===== config.mk =====
export PLATFORM = sky130hd
export DESIGN_NAME = axis_stream_reader
export DESIGN_NICKNAME = d
export VERILOG_FILES = /design/src/rtl/axis_stream_reader.sv
export SDC_FILE = /design/constraint.sdc
export NUM_CORES = 1
export LEC_CHECK = 0
export CORE_MARGIN = 1
export CORE_UTILIZATION = 40
export CTS_CLUSTER_DIAMETER = 200
export DETAILED_ROUTE_END_ITERATION = 16
export HOLD_SLACK_MARGIN = 0.15
export SYNTH_ARGS = -nofsm -noshare
export SYNTH_HDL_FRONTEND = slang
export SYNTH_SLANG_ARGS = --single-unit

===== constraint.sdc =====
create_clock -name ACLK -period 4.3 [get_ports ACLK]
set_input_delay 0.86 -clock ACLK [delete_from_list [all_inputs] [get_ports ACLK]]
set_output_delay 0.86 -clock ACLK [all_outputs]
set_load 0.01 [all_outputs]

===== src/rtl/axis_stream_reader.sv =====
// axis_stream_reader
// AXI-stream sink endpoint. Incoming beats {TLAST, TKEEP, TDATA} are buffered
// in a FIFO and popped by local control logic through a simple read port.
// A small FSM tracks the byte count of each packet. It reports the count and
// a done pulse when TLAST is accepted. A sticky err flag records TKEEP
// protocol violations and byte-count saturation.
//
// Ports:
//   ACLK, ARESETN        clock (rising edge), asynchronous active-low reset
//   s_T*                 AXI-stream slave: TDATA, TKEEP, TLAST, TVALID, TREADY
//   rd_en                pop request; ignored while the FIFO is empty
//   rd_valid, rd_*       popped beat, valid one cycle after rd_en
//   level                current FIFO occupancy
//   pkt_done, pkt_bytes  completion pulse and byte count of last packet
//   err, err_clr         sticky protocol error and its clear (set wins)
module axis_stream_reader #(
    parameter int DATA_WIDTH = 32,
    parameter int FIFO_DEPTH = 16,
    parameter int LEN_WIDTH  = 16
) (
    input  logic                          ACLK,
    input  logic                          ARESETN,
    input  logic [DATA_WIDTH-1:0]         s_TDATA,
    input  logic [DATA_WIDTH/8-1:0]       s_TKEEP,
    input  logic                          s_TLAST,
    input  logic                          s_TVALID,
    output logic                          s_TREADY,
    input  logic                          rd_en,
    output logic                          rd_valid,
    output logic [DATA_WIDTH-1:0]         rd_data,
    output logic [DATA_WIDTH/8-1:0]       rd_keep,
    output logic                          rd_last,
    output logic [$clog2(FIFO_DEPTH):0]   level,
    output logic                          pkt_done,
    output logic [LEN_WIDTH-1:0]          pkt_bytes,
    output logic                          err,
    input  logic                          err_clr
);

    localparam int KW = DATA_WIDTH / 8;
    localparam int AW = $clog2(FIFO_DEPTH);
    localparam int LW = AW + 1;
    localparam int EW = 1 + KW + DATA_WIDTH;

    typedef enum logic {IDLE, IN_PKT} state_t;

    // Number of valid bytes in a keep mask.
    function automatic logic [LEN_WIDTH-1:0] popcount(input logic [KW-1:0] k);
        logic [LEN_WIDTH-1:0] n;
        n = '0;
        for (int i = 0; i < KW; i++) n = n + LEN_WIDTH'(k[i]);
        return n;
    endfunction

    // Saturating add; MSB of the result flags that saturation occurred.
    function automatic logic [LEN_WIDTH:0] sat_add(input logic [LEN_WIDTH-1:0] a,
                                                   input logic [LEN_WIDTH-1:0] b);
        logic [LEN_WIDTH:0] s;
        s = {1'b0, a} + {1'b0, b};
        if (s[LEN_WIDTH]) return {1'b1, {LEN_WIDTH{1'b1}}};
        return s;
    endfunction

    logic [EW-1:0]        mem [FIFO_DEPTH];
    logic [AW-1:0]        wptr, rptr;
    logic [LW-1:0]        level_nxt;
    logic                 push, pop;
    state_t               state, state_nxt;
    logic [LEN_WIDTH-1:0] cnt, cnt_nxt;
    logic                 done_set, sat_err, err_set;
    logic [KW-1:0]        keep_p1;
    logic                 keep_bad;

    assign push = s_TVALID & s_TREADY;
    assign pop  = rd_en & (level != '0);

    always_comb begin
        level_nxt = level;
        case ({push, pop})
            2'b10:   level_nxt = level + LW'(1);
            2'b01:   level_nxt = level - LW'(1);
            default: level_nxt = level;
        endcase
    end

    // FIFO storage: no reset needed, occupancy is tracked by pointers/level.
    always_ff @(posedge ACLK) begin
        if (push) mem[wptr] <= {s_TLAST, s_TKEEP, s_TDATA};
    end

    // Pointers wrap naturally because FIFO_DEPTH is a power of two.
    always_ff @(posedge ACLK or negedge ARESETN) begin
        if (!ARESETN) begin
            wptr     <= '0;
            rptr     <= '0;
            level    <= '0;
            s_TREADY <= 1'b0;
            rd_valid <= 1'b0;
            rd_data  <= '0;
            rd_keep  <= '0;
            rd_last  <= 1'b0;
        end else begin
            if (push) wptr <= wptr + AW'(1);
            if (pop)  rptr <= rptr + AW'(1);
            level    <= level_nxt;
            s_TREADY <= (level_nxt != LW'(FIFO_DEPTH));
            rd_valid <= pop;
            if (pop) {rd_last, rd_keep, rd_data} <= mem[rptr];
        end
    end

    // Byte-count FSM: state register
    always_ff @(posedge ACLK or negedge ARESETN) begin
        if (!ARESETN) state <= IDLE;
        else          state <= state_nxt;
    end

    // Byte-count FSM: next state
    always_comb begin
        state_nxt = state;
        if (push) begin
            case (state)
                IDLE:    if (!s_TLAST) state_nxt = IN_PKT;
                IN_PKT:  if (s_TLAST)  state_nxt = IDLE;
                default: state_nxt = IDLE;
            endcase
        end
    end

    // Byte-count FSM: outputs (running count update and completion)
    always_comb begin
        cnt_nxt  = cnt;
        sat_err  = 1'b0;
        done_set = 1'b0;
        if (push) begin
            if (state == IDLE) cnt_nxt = popcount(s_TKEEP);
            else               {sat_err, cnt_nxt} = sat_add(cnt, popcount(s_TKEEP));
            done_set = s_TLAST;
        end
    end

    // Legal keep is a non-zero run of ones from byte 0, all-ones unless TLAST.
    // x & (x+1) is zero exactly when x has the form 0..01..1.
    always_comb begin
        keep_p1  = s_TKEEP + KW'(1);
        keep_bad = ((s_TKEEP & keep_p1) != '0) || (s_TKEEP == '0) ||
                   (!s_TLAST && (s_TKEEP != '1));
    end

    assign err_set = push & (keep_bad | sat_err);

    always_ff @(posedge ACLK or negedge ARESETN) begin
        if (!ARESETN) begin
            cnt       <= '0;
            pkt_bytes <= '0;
            pkt_done  <= 1'b0;
            err       <= 1'b0;
        end else begin
            cnt      <= cnt_nxt;
            pkt_done <= done_set;
            if (done_set) pkt_bytes <= cnt_nxt;
            if (err_set)      err <= 1'b1;
            else if (err_clr) err <= 1'b0;
        end
    end

endmodule


After elaboration in Yosys (flattened, before gate mapping)
Memories as Yosys holds them, arrays and structs flattened. A register that Yosys moved wholly into a read port is not among the register bits.
Index checks and enable logic that the tools add are counted.
Widths: inputs -> output; s select.
{ "totals": {"ff_bits": 50, "ram_bits": 592, "output_inout_bits": 62, "memories": 1} }
{ "memory_table": {"columns": ["memory", "words", "width", "read_ports", "rd_ports_with_merged_regs", "write_ports", "line_no", "source"], "rows": [
  ["mem", 16, 37, 1, 1, 1, "64", "logic [EW-1:0] mem [FIFO_DEPTH];"]
]} }
{ "op_classes": {"add_sub_neg": 9, "eq_ne": 4, "mux": 16, "bitwise": 5, "reduce_logical": 9} }
{ "op_table": {"columns": ["op", "n"], "rows": [
  ["$mux 17", 2],
  ["$mux 16", 2],
  ["$add 16x4->17", 1],
  ["$add 4x1->4 const B", 3],
  ["$mux 1", 11],
  ["$pmux 5 s2", 1],
  ["$add 5x1->5 const B", 1],
  ["$ne 5x5->1 const B", 1],
  ["$reduce_bool 5->1", 1],
  ["$sub 5x1->5 const B", 1],
  ["$add 3x1->4", 1],
  ["$and 4x4->4", 1],
  ["$logic_not 4->1", 1],
  ["$ne 4x4->1 const B", 1],
  ["$reduce_bool 4->1", 1],
  ["$add 2x1->3", 1],
  ["$and 1x1->1", 3],
  ["$add 1x1->2", 1],
  ["$eq 2x1->1 const B", 1],
  ["$eq 2x2->1 const B", 1],
  ["$logic_not 1->1", 2],
  ["$logic_or 1x1->1", 2],
  ["$reduce_bool 2->1", 1],
  ["$logic_and 1x1->1", 1],
  ["$or 1x1->1", 1]
]} }

Longest topological paths before layout
Gate-level depths: netlist of run 1.
{ "logic_depth": {"ltp_word": 13, "depth_mapped": 12, "mapped_depth_nobuf": 11} }

Worst setup path after synthesis of run 1
No wires, ideal clock.
{ "synth_timing": {"kind": "input-to-reg", "startpoint": "input port s_TVALID", "endpoint": "memory mem[0][0] (netlist name), enable pin", "setup_ns": 0.477, "arrival_ns": 4.167, "required_time_ns": 3.823, "path_slack_ns": -0.344, "stages": 5, "n_path_buf": 2, "cell_sequence": "and2_1 clkbuf_1 clkbuf_1 nand2_1 nor3_1"} }
{ "synth_via": {"elab_chain_len": 3} }
{ "synth_lines": {"columns": ["item", "line_no", "source"], "rows": [
  ["start: declaration", "26", "input logic s_TVALID,"],
  ["$and 1x1->1", "74", "assign push = s_TVALID & s_TREADY;"],
  ["$mux 1", "88", "if (push) mem[wptr] <= {s_TLAST, s_TKEEP, s_TDATA};"],
  ["$mux 1 (implied by the code)", "88", null],
  ["end: declaration", "64", null]
]} }
Every way passes these cells.

Worst setup path in the final report of run 1
{ "layout_timing": {"startpoint": "input port s_TKEEP[0]", "endpoint": "register pkt_bytes[12]"} }
{ "layout_via": {"elab_chain_len": 10} }
{ "layout_lines": {"columns": ["item", "line_no", "source"], "rows": [
  ["start: declaration", "24", "input logic [DATA_WIDTH/8-1:0] s_TKEEP,"],
  ["$add 1x1->2 (*)", "51", "for (int i = 0; i < KW; i++) n = n + LEN_WIDTH'(k[i]);"],
  ["$add 2x1->3 (*)", "51", null],
  ["$add 3x1->4 (*)", "51", null],
  ["$add 16x4->17 (*)", "59", "s = {1'b0, a} + {1'b0, b};"],
  ["$mux 1", "60", "if (s[LEN_WIDTH]) return {1'b1, {LEN_WIDTH{1'b1}}};"],
  ["$mux 1", "136", "if (state == IDLE) cnt_nxt = popcount(s_TKEEP);"],
  ["$mux 1", "135", "if (push) begin"],
  ["$mux 17 (*)", "61", "return s;"],
  ["$mux 16 (*)", "136", null],
  ["$mux 16 (*)", "135", null],
  ["end signal: assignment", "161", "if (done_set) pkt_bytes <= cnt_nxt;"],
  ["end: declaration", "35", "output logic [LEN_WIDTH-1:0] pkt_bytes,"]
]} }
Mark *: on every way between the ends. The rest lies on a longest branch, timed or not. The select of a mux whose other input is x is not followed.
A chain may end at the register's enable or synchronous reset.

==> results of run 1 <==
where the power goes:
part | switching (mW) | internal (mW) | leakage [nW] | total (mW)
Combinational | 2.71 | 2.55 | 2.63 | 5.25
Sequential | 0.678 | 8.08 | 6.43 | 8.76
Clock | 2.53 | 3.78 | 1.21 | 6.31
Total | 5.92 | 14.4 | 10.3 | 20.3
layer usage:
metal | share of wire | GRT usage
met3 | 0.049 | 0.0313
met5 | 0.00015 | 0
met1 | 0.44 | 0.243
met2 | 0.50 | 0.297
met4 | 0.015 | 0.0465
registers in the layout, summed over array words and instances, names as in the netlist, 4 cells and up:
signal and count:
rd_keep 4, mem 592, level 5, rd_data 32, wptr 4, rptr 4, pkt_bytes 16, cnt 16
layout make-up:
type,instances,share of cell area
Antenna cell,2,0.000160
Clock buffer,101,0.0667
Clock inverter,30,0.0111
Inverter,16,0.00191
Multi-Input combinational cell,565,0.196
Sequential cell,679,0.637
Tap cell,855,0.0341
Timing Repair Buffer,162,0.0533
logic make-up (layout without fill, tap and decap cells):
| kind of cell | Yosys count | after routing | synth area share |
|---|---|---|---|
| adders and majority gates | 20 | 20 | 0.0104 |
| and+or+nand+nor | 184 | 184 | 0.0337 |
| xor gates and xnor gates | 17 | 17 | 0.00565 |
| AOI/OAI and AO/OA | 184 | 184 | 0.0472 |
| DFF | 679 | 679 | 0.757 |
| buffers and inverters | 88 | 309 | 0.0148 |
| other | 0 | 2 | 0 |
| muxes | 160 | 160 | 0.131 |
critical path: stages:
cell,delay (ns)
sky130_fd_sc_hd__clkdlybuf4s50_1,0.47
sky130_fd_sc_hd__inv_1,0.09
sky130_fd_sc_hd__fa_1,0.54
sky130_fd_sc_hd__inv_1,0.05
sky130_fd_sc_hd__ha_1,0.17
sky130_fd_sc_hd__ha_1,0.35
sky130_fd_sc_hd__fa_1,0.29
sky130_fd_sc_hd__a21oi_2,0.09
sky130_fd_sc_hd__buf_4,0.14
sky130_fd_sc_hd__nor4_1,0.56
sky130_fd_sc_hd__and3_1,0.29
sky130_fd_sc_hd__a31o_2,0.17
sky130_fd_sc_hd__o21ai_0,0.07
cells in the mapped netlist (2+ instances only):
cell type                     n
sky130_fd_sc_hd__mux2i_1     11
sky130_fd_sc_hd__or4_1        3
sky130_fd_sc_hd__buf_1        7
sky130_fd_sc_hd__a211oi_1    27
sky130_fd_sc_hd__o21ai_0     60
sky130_fd_sc_hd__nand2b_1     7
sky130_fd_sc_hd__nand2_1     84
sky130_fd_sc_hd__nand4_1      2
sky130_fd_sc_hd__ha_1        17
sky130_fd_sc_hd__a2111oi_0    4
sky130_fd_sc_hd__nor2_1      29
sky130_fd_sc_hd__buf_4        3
sky130_fd_sc_hd__nor2b_1     28
sky130_fd_sc_hd__xor2_1       3
sky130_fd_sc_hd__or2_2        2
sky130_fd_sc_hd__o221ai_1    36
sky130_fd_sc_hd__edfxtp_1   592
sky130_fd_sc_hd__inv_1       16
sky130_fd_sc_hd__mux4_2     148
sky130_fd_sc_hd__clkbuf_1    29
sky130_fd_sc_hd__xnor2_1     14
sky130_fd_sc_hd__a21oi_1     25
sky130_fd_sc_hd__o22ai_1      4
sky130_fd_sc_hd__o21ai_1      3
sky130_fd_sc_hd__a21o_1       4
sky130_fd_sc_hd__and2_1       2
sky130_fd_sc_hd__fa_1         3
sky130_fd_sc_hd__nor2_4       2
sky130_fd_sc_hd__dfrtp_1     87
sky130_fd_sc_hd__and3_1       3
sky130_fd_sc_hd__buf_2       32
sky130_fd_sc_hd__a311oi_1     6
sky130_fd_sc_hd__nor3_1       6
sky130_fd_sc_hd__a31o_2       2
sky130_fd_sc_hd__nand3_1      8
sky130_fd_sc_hd__nand3b_1     2
sky130_fd_sc_hd__a31oi_1      3
path summary, 6_finish.rpt:
check,end,slack [ns],cells after the start
max in group asynchronous,rd_data[2]$_DFFE_PN0N_,2.87,2
hold reg to reg,rd_data[19]$_DFFE_PN0N_,0.48,2
min in group ACLK,rd_data[19]$_DFFE_PN0N_,0.48,2
hold / removal,err$_DFFE_PN0P_,0.41,1
setup / recovery,pkt_bytes[12]$_DFFE_PN0P_,0.64,13
setup reg to reg,s_TREADY$_DFF_PN0_,1.19,10
through the flow:
| stage | instances | util | hold slack [ns] |
|---|---|---|---|
| 2_1_floorplan | 1332 | - | 0.456 |
| 3_3_place_gp | 2277 | 0.446 | 0.463 |
| 3_5_place_dp | 2277 | 0.446 | 0.471 |
| 4_1_cts | 2408 | 0.484 | 0.453 |
| 5_1_grt | 2409 | 0.484 | 0.485 |
| 6_report | 2410 | 0.484 | 0.410 |
==> metrics.md, run 1 <==
| Metric | Value |
|---|---|
| Per-instance average area after synthesis | `19.8 µm²` |
| Unique cell type count in the Yosys netlist | `55` |
| Pwr/cell area | `648 nW/µm²` |
| Warnings, synthesis | `0` |
| Post-Syn Instances | `1332` |
| Skew final | `0.0166 ns` |
| Sort of element at the end of the critical path | `register` |
| Number of search-and-repair iterations in the first detailed-routing pass | `5` |
| Post-CTS setup-driven buffer insertion count | `0` |
| Period utilization | `0.852` |
| Source-to-sink clock delay at the later pin of the worst-skew pair | `0.62 ns` |
| Post-cts sizing count | `0` |
| Arr. time, crit path | `4.15 ns` |
| Multi-input logic area | `6150 µm²` |
| Maximum VDD drop | `442 µV` |
| Final hold violation count | `0` |
| Data required time at the worst endpoint | `4.79 ns` |
| Status | `finished clean` |
| Final non-filler cell area | `31400 µm²` |
| Layout Nets | `1558` |
| Main area contributors after synthesis | `sky130_fd_sc_hd__edfxtp_1, sky130_fd_sc_hd__mux4_2, sky130_fd_sc_hd__dfrtp_1` |
| Critical path startpoint category | `primary input` |
| Synthesized cell area | `26300 µm²` |
| Maximum number of pins on one net before global-route repair | `66` |
| Number of hold buffers added after cts | `0` |
| Fraction of final layout cells with drive strength greater than 1 | `0.227` |
| Vertical die dimension | `259 µm` |
| Worst slew margin relative to its limit | `0.305` |
| Fill cell instance count of the final layout | `5271` |
| Tightest Hold Check Type | `in -> async` |
| Start point of the critical path | `s_TKEEP[0]` |
| Leak pwr | `10.3 nW` |
| Fmax | `273 MHz` |
| Highest-count cells in the layout ignoring fill and taps | `sky130_fd_sc_hd__edfxtp_1, sky130_fd_sc_hd__mux4_2, sky130_fd_sc_hd__clkdlybuf4s50_1` |
| Number of routed nets with antenna violations | `0` |
| Vias | `13300` |
| Detail-routed net length per standard cell | `24.3 µm` |
| Drt initial violations | `918` |
| Detailed-route DRC error count | `0` |
| Worst slew pin tran | `1.04 ns` |
| Initial Util | `0.407` |
| Worst setup margin | `0.637 ns` |
| Post-CTS clock slew at the launch and capture registers of the worst setup and hold paths | `0.06 ns` |
| Worst setup timing slack at the placement stage | `0.0221 ns` |
| Number of top-level design ports | `104` |
| Mean number of vias per cell | `5.51` |
| Worst-path maximum fanout | `4` |
| Count of flip-flops with a built-in enable after synthesis | `592` |
| Final Slew Violations | `0` |
| Total Routed Length | `58.6 mm` |
| Start-to-end type of the worst setup path | `in -> reg` |
| CTS Root Buffer Type | `sky130_fd_sc_hd__clkbuf_16` |
| FF/Latch Area | `20000 µm²` |
| Clock Tree Buf Depth | `3` |
| Top flip-flop cell by instance count after synthesis | `sky130_fd_sc_hd__edfxtp_1` |
| Port-buffer cells | `103` |
| Total power consumption of the routed design | `20.3 mW` |
| Residual overflow from global routing | `0` |
| RSZ-0062 raised after global routing | `false` |
| H-Tree Depth | `3` |
| Die ar. | `66900 µm²` |
| GRT Resource Usage Total | `0.178` |
| Cts bufs inserted | `72` |
| Clock tree from TritonCTS | `done` |
| Number of clock sinks | `679` |
| Via count of the first global-routing pass | `14000` |
| DIE WIDTH | `259 µm` |
| Area after detailed placement | `28900 µm²` |
| Max Cap Violations | `0` |
| First-pass GRT wire length | `87.6 mm` |
| Core outline area | `64800 µm²` |
| Fraction of post-synthesis cell area in the top cell type by area | `0.675` |
| Worst flop-to-flop path startpoint | `level[0]$_DFF_PN0_` |
| Number of endpoints failing setup at the final stage | `0` |
| Total of flip-flops plus latches after synthesis | `679` |
| Clock period minus worst slack | `3.66 ns` |
| Commonest non-fill, non-tap cell in the layout | `sky130_fd_sc_hd__edfxtp_1` |
| Sequential area share after synthesis | `0.757` |
| Accumulated negative setup slack | `0 ns` |
| Cell accounting for the most synthesized area | `sky130_fd_sc_hd__edfxtp_1` |
| Cell row count | `93` |
| FFs w/ async S/R, synth | `0.128` |
| Half-perimeter wire length after placement | `32.0 mm` |
| Net count of the mapped netlist | `1394` |
| Gp weighted congestion | `0.806` |
| Area grow syn2layout | `19.0%` |
| Number of antenna violations at the first check in global routing | `4` |
Note: power is estimated with default switching activity, not from simulation.
==> inputs of run 2 (changes only) <==
GPL_TIMING_DRIVEN = 0   (was not set)
==> run 2 against run 1 <==
  * Sequential power is 4.0% lower
  * Sequential share of layout area is 0.60 points lower
  * Worst setup slack worse by 0.28 ns
  * Power is 1.0% higher
  * Register-to-register slack worse by 0.75 ns
  * Count of clock-buffer cells in the layout is 1 lower
  * Die area stayed put
  * Clock skew is 0.0015 ns higher
  * First-iteration DRC count is 37% higher
  * Critical path type unchanged
  * Largest power group unchanged
==> metrics.md, run 2 (synthesis results as in run 1) <==
| Metric | Value |
|---|---|
| Number of clock sinks | `679` |
| Vertical die dimension | `259 µm` |
| Commonest non-fill, non-tap cell in the layout | `sky130_fd_sc_hd__edfxtp_1` |
| Crit path capture | `err$_DFFE_PN0P_` |
| Area after detailed placement | `29300 µm²` |
| Highest-count cells in the layout ignoring fill and taps | `sky130_fd_sc_hd__edfxtp_1, sky130_fd_sc_hd__mux4_2, sky130_fd_sc_hd__clkdlybuf4s50_1` |
| Final Slew Violations | `0` |
| Start-to-end type of the worst setup path | `in -> reg` |
| Worst flop-to-flop path startpoint | `level[1]$_DFF_PN0_` |
| Sort of element at the end of the critical path | `register` |
| Number of search-and-repair iterations in the first detailed-routing pass | `5` |
| Period utilization | `0.916` |
| Final hold violation count | `0` |
| Number of antenna violations at the first check in global routing | `1` |
| Data required time at the worst endpoint | `4.76 ns` |
| Post-CTS clock slew at the launch and capture registers of the worst setup and hold paths | `0.06 ns` |
| Max reg flops | `592` |
| Pwr/cell area | `649 nW/µm²` |
| Total Routed Length | `63.2 mm` |
| Residual overflow from global routing | `0` |
| Status | `finished clean` |
| Number of endpoints failing setup at the final stage | `0` |
| Largest register by flop count | `mem` |
| DIE WIDTH | `259 µm` |
| Start point of the critical path | `s_TKEEP[0]` |
| Via count of the first global-routing pass | `14100` |
| Final core utilization | `0.488` |
| First-pass GRT wire length | `93.3 mm` |
| H-Tree Depth | `3` |
| Tightest Hold Check Type | `reg -> reg` |
| RSZ-0062 raised after global routing | `false` |
| Worst slew margin relative to its limit | `0.270` |
| Maximum number of pins on one net before global-route repair | `66` |
| Area grow syn2layout | `20.1%` |
| Register-to-Register Setup Slack | `0.44 ns` |
| Drt initial violations | `1256` |
| Number of top-level design ports | `104` |
| # diodes | `0` |
| Gp weighted congestion | `0.793` |
| Arr. time, crit path | `4.40 ns` |
| Vias | `13600` |
| Number of routed nets with antenna violations | `0` |
| Worst slew pin tran | `1.09 ns` |
| Clock Tree Buf Depth | `3` |
| Maximum VDD drop | `334 µV` |
| Skew final | `0.0180 ns` |
| Cts bufs inserted | `71` |
| Reg-to-reg endpoint | `s_TREADY$_DFF_PN0_` |
| Detail-routed net length per standard cell | `25.7 µm` |
| Accumulated negative setup slack | `0 ns` |
| Half-perimeter wire length after placement | `40.4 mm` |
| Clock period minus worst slack | `3.94 ns` |
| Die ar. | `66900 µm²` |
| Source-to-sink clock delay at the later pin of the worst-skew pair | `0.61 ns` |
| CTS Root Buffer Type | `sky130_fd_sc_hd__clkbuf_16` |
| Mean number of vias per cell | `5.55` |
| Fmax | `254 MHz` |
| Clock tree from TritonCTS | `done` |
| Worst-path maximum fanout | `19` |
| GRT Resource Usage Total | `0.193` |
| Final non-filler cell area | `31600 µm²` |
| Registers with the highest flip-flop counts | `mem x592, rd_data x32` |
| Core outline area | `64800 µm²` |
| Max Cap Violations | `0` |
| Cell row count | `93` |
| Fraction of final layout cells with drive strength greater than 1 | `0.220` |
| Layout Nets | `1603` |
| Critical path startpoint category | `primary input` |
| Initial Util | `0.407` |
| Leak pwr | `10.4 nW` |
| Depth of the most critical reg-to-reg path | `11` |
| Port-buffer cells | `103` |
| Post-CTS setup-driven buffer insertion count | `0` |
| Detailed-route DRC error count | `0` |
run 2: cell count changes in the layout (fill, tap and decap cells not counted), sizes merged:
cell / before / now
dlymetal6s2s: 0 / 3
bufinv: 6 / 5
diode: 2 / 0
clkinv: 18 / 20
inv: 22 / 19
clkbuf: 101 / 129
buf: 60 / 76
clkdlybuf4s50: 102 / 99
dlygate4sd3: 0 / 1
clkinvlp: 0 / 2
run 2: worst max-delay path: stages:
cell	delay [ns]
sky130_fd_sc_hd__dlymetal6s2s_1	0.53
sky130_fd_sc_hd__inv_1	0.22
sky130_fd_sc_hd__fa_1	0.58
sky130_fd_sc_hd__inv_1	0.04
sky130_fd_sc_hd__ha_1	0.28
sky130_fd_sc_hd__ha_1	0.24
sky130_fd_sc_hd__fa_1	0.47
sky130_fd_sc_hd__a21oi_2	0.24
sky130_fd_sc_hd__or4_4	0.21
sky130_fd_sc_hd__nor2_4	0.06
sky130_fd_sc_hd__a2111oi_0	0.53
sky130_fd_sc_hd__o22ai_1	0.13
run 2: worst min-delay path by stage:
stage | startpoint | endpoint | slack, ns | cells after the start
3_3_place_gp | rd_keep[1]$_DFFE_PN0N_ | rd_keep[1]$_DFFE_PN0N_ | 0.47 | 2
6_report | rd_data[12]$_DFFE_PN0N_ | rd_data[12]$_DFFE_PN0N_ | 0.48 | 2
3_5_place_dp | rd_data[26]$_DFFE_PN0N_ | rd_data[26]$_DFFE_PN0N_ | 0.47 | 2
4_1_cts | rd_data[26]$_DFFE_PN0N_ | rd_data[26]$_DFFE_PN0N_ | 0.49 | 2
5_1_grt | rd_data[9]$_DFFE_PN0N_ | rd_data[9]$_DFFE_PN0N_ | 0.52 | 2
2_1_floorplan | cnt[0]$_DFF_PN0_ | cnt[0]$_DFF_PN0_ | 0.46 | 2
run 2: what timing repair did:
item	CTS	global route
endpoints found under the setup margin	0	26
resized for setup	0	3
hold endpoints to repair	19	0
hold buffers	1	0
run 2: per-stage QoR:
step | cells | hold WS [ns] | total power [mW] | setup WS [ns]
5_1_grt | 2453 | 0.518 | 21.4 | 0.168
3_3_place_gp | 2290 | 0.466 | 14.4 | -2.38
2_1_floorplan | 1332 | 0.456 | 12.1 | 0.645
4_1_cts | 2453 | 0.488 | 20.8 | 0.00728
6_report | 2453 | 0.483 | 20.5 | 0.360
3_5_place_dp | 2322 | 0.475 | 14.7 | -0.626
run 2: cell type report:
type,count,area [µm²]
Buffer,72,329
Clock inverter,30,330
Timing Repair Buffer,136,1770
Tap cell,855,1070
Inverter,16,60.1
Multi-Input combinational cell,565,6140
Fill cell,5261,33200
Sequential cell,679,20000
Clock buffer,100,1990
run 2: power by group:
group | switching, mW | internal (mW)
clock network | 2.52 | 3.56
logic | 3.39 | 2.65
registers | 0.332 | 8.08
run 2: per-layer routing:
metal,up-vias,part of all wire,wire (µm),track usage
met2,405,0.49,31000,0.314
met5,-,0.00016,10,0
met4,2,0.019,1180,0.0483
li1,5871,-,-,-
met3,86,0.056,3530,0.0366
met1,7248,0.43,27400,0.269
==> inputs of run 3 (changes only) <==
MAX_ROUTING_LAYER = met4   (was not set)
==> run 3 against run 2 <==
  * Clock skew decreased by 0.0024 ns
  * Die area did not move
  * Cell area is essentially flat
  * Non-clock buffer count unchanged
  * First-iteration DRC count fell by 4.8%
  * Maximum frequency decreased by 0.29%
  * Worst setup slack worse by 0.011 ns
  * Combinational power is essentially flat
  * Sequential cell count did not move
  * Critical path depth is the same
  * Largest cell class unchanged
  * Highest routed layer is now met4
==> metrics.md, run 3 (synthesis results as in run 1) <==
| Metric | Value |
|---|---|
| Cell Chain, Critical Path | `dlymetal6s2s_1 -> inv_1 -> fa_1 -> inv_1 -> ha_1 -> ha_1 -> fa_1 -> a21oi_2 -> or4_4 -> nor2_4 -> a2111oi_0 -> o22ai_1` |
| Fmax | `253 MHz` |
| Detailed-route DRC error count | `0` |
| CTS Root Buffer Type | `sky130_fd_sc_hd__clkbuf_16` |
| Initial Util | `0.407` |
| Maximum single-stage delay on the critical path | `0.58 ns` |
| Registers with the highest flip-flop counts | `mem x592, rd_data x32` |
| Post-CTS setup-driven buffer insertion count | `0` |
| H-Tree Depth | `3` |
| Number of routed nets with antenna violations | `0` |
| Number of clock sinks | `679` |
| Layout Nets | `1603` |
| Reported net switching power | `6.25 mW` |
| Critical path startpoint category | `primary input` |
| Clock period minus worst slack | `3.95 ns` |
| Worst flop-to-flop path startpoint | `level[1]$_DFF_PN0_` |
| Mean number of vias per cell | `5.54` |
| Core outline area | `64800 µm²` |
| Final Slew Violations | `0` |
| Clock Power Share | `0.297` |
| Leak pwr | `10.4 nW` |
| Highest-count cells in the layout ignoring fill and taps | `sky130_fd_sc_hd__edfxtp_1, sky130_fd_sc_hd__mux4_2, sky130_fd_sc_hd__clkdlybuf4s50_1` |
| Fraction of final layout cells with drive strength greater than 1 | `0.220` |
| Sort of element at the end of the critical path | `register` |
| Worst-path maximum fanout | `19` |
| Worst slew pin tran | `1.10 ns` |
| Maximum number of pins on one net before global-route repair | `66` |
| Number of endpoints failing setup at the final stage | `0` |
| Drt initial violations | `1196` |
| RSZ-0062 raised after global routing | `false` |
| Worst setup margin | `0.349 ns` |
| Clock tree from TritonCTS | `done` |
| Commonest non-fill, non-tap cell in the layout | `sky130_fd_sc_hd__edfxtp_1` |
| Final hold violation count | `0` |
| Half-perimeter wire length after placement | `40.4 mm` |
| Cts bufs inserted | `71` |
| Worst slew margin relative to its limit | `0.270` |
| Die ar. | `66900 µm²` |
| Cell row count | `93` |
| GRT Resource Usage Total | `0.199` |
| Vias | `13600` |
| CP max stage cell | `sky130_fd_sc_hd__fa_1` |
| Area grow syn2layout | `20.1%` |
| Port-buffer cells | `103` |
| Max Cap Violations | `0` |
| Worst setup timing slack at the placement stage | `-0.626 ns` |
| Gp weighted congestion | `0.807` |
| Start-to-end type of the worst setup path | `in -> reg` |
| Skew final | `0.0157 ns` |
| Period utilization | `0.919` |
| Portion of total power attributed to combinational logic | `0.294` |
| Via count of the first global-routing pass | `14100` |
| Total Routed Length | `63.1 mm` |
| Tightest Hold Check Type | `reg -> reg` |
| HP Start | `rd_data[12]$_DFFE_PN0N_` |
| DIE WIDTH | `259 µm` |
| First-pass GRT wire length | `93.4 mm` |
| Vertical die dimension | `259 µm` |
| Number of top-level design ports | `104` |
| Number of search-and-repair iterations in the first detailed-routing pass | `5` |
| Start point of the critical path | `s_TKEEP[0]` |
| Switching portion of total power | `0.304` |
| Maximum VDD drop | `334 µV` |
| Internal cell power | `14.3 mW` |
| Clock Tree Buf Depth | `3` |
| Data required time at the worst endpoint | `4.76 ns` |
| Number of antenna violations at the first check in global routing | `1` |
| Largest register by flop count | `mem` |
| Max reg flops | `592` |
| Fraction of power consumed by sequential logic | `0.409` |
| Status | `finished clean` |
| Source-to-sink clock delay at the later pin of the worst-skew pair | `0.62 ns` |
| Post-CTS clock slew at the launch and capture registers of the worst setup and hold paths | `0.06 ns` |
| Pwr/cell area | `649 nW/µm²` |
| Total power consumption of the routed design | `20.5 mW` |
| Arr. time, crit path | `4.41 ns` |
| Detail-routed net length per standard cell | `25.7 µm` |
| Residual overflow from global routing | `0` |
-- run 3: changes by cell type in the layout (fill, tap and decap cells not counted), sizes merged --
cell   previous run  this run
diode             0         1
-- run 3: power groups by stage --
stage	Clock, mW	Sequential, mW	Combinational (mW)
after CTS	6.18	8.42	6.16
after global routing	6.44	8.49	6.51
after detailed placement	0	8.55	6.14
after floorplan	0	8.58	3.54
after global placement	0	8.59	5.79
final	6.09	8.41	6.04
-- run 3: cell type report --
cell class,instances,area [µm²]
well taps,855,1070
multi-input cells,565,6140
plain buffers,72,329
clock buffers,100,1990
inverters,16,60.1
diodes,1,2.50
repair buffers,136,1770
clock inverters,30,330
fillers,5262,33200
flip-flops and latches,679,20000
-- run 3: metrics by stage --
step                utilization  setup TNS [ns]  cell area, µm²  cells  hold WS (ns)
global placement          0.439        -1427.02           28500   2290         0.466
detailed placement        0.452          -15.59           29300   2322         0.475
finish                    0.488               0           31600   2454         0.483
global route              0.488               0           31600   2454         0.518
CTS                       0.488               0           31600   2453         0.488
floorplan                     -               0           26400   1332         0.456
-- run 3: worst max-delay path, delay by kind of cell --
family / cells / cell delay, ns
adders and majority gates: 4 / 1.57
AOI/OAI and AO/OA: 3 / 0.92
buffers and inverters: 3 / 0.80
and+or+nand+nor: 2 / 0.27
-- run 3: repair_timing --
action / in CTS / in global routing
endpoints found under the hold margin: 19 / 0
resized for setup: 0 / 3
hold buffers: 1 / 0
endpoints found under the setup margin: 0 / 26
-- run 3: metal layers --
metal | GRT usage | up-vias | share of wire | wire length (µm)
li1 | - | 5866 | - | -
met1 | 0.270 | 7237 | 0.44 | 27700
met2 | 0.313 | 413 | 0.49 | 30800
met3 | 0.0361 | 88 | 0.053 | 3370
met4 | 0.0483 | 0 | 0.019 | 1180
met5 | - | - | 0 | 0
-- run 3: worst paths after layout --
path	end	slack, ns	cells after the start
min	rd_data[12]$_DFFE_PN0N_	0.48	2
min in group asynchronous	rd_last$_DFFE_PN0N_	0.71	2
max	err$_DFFE_PN0P_	0.35	12
min reg2reg	rd_data[12]$_DFFE_PN0N_	0.48	2
max in group asynchronous	rd_data[31]$_DFFE_PN0N_	2.88	3
max reg2reg	s_TREADY$_DFF_PN0_	0.42	11
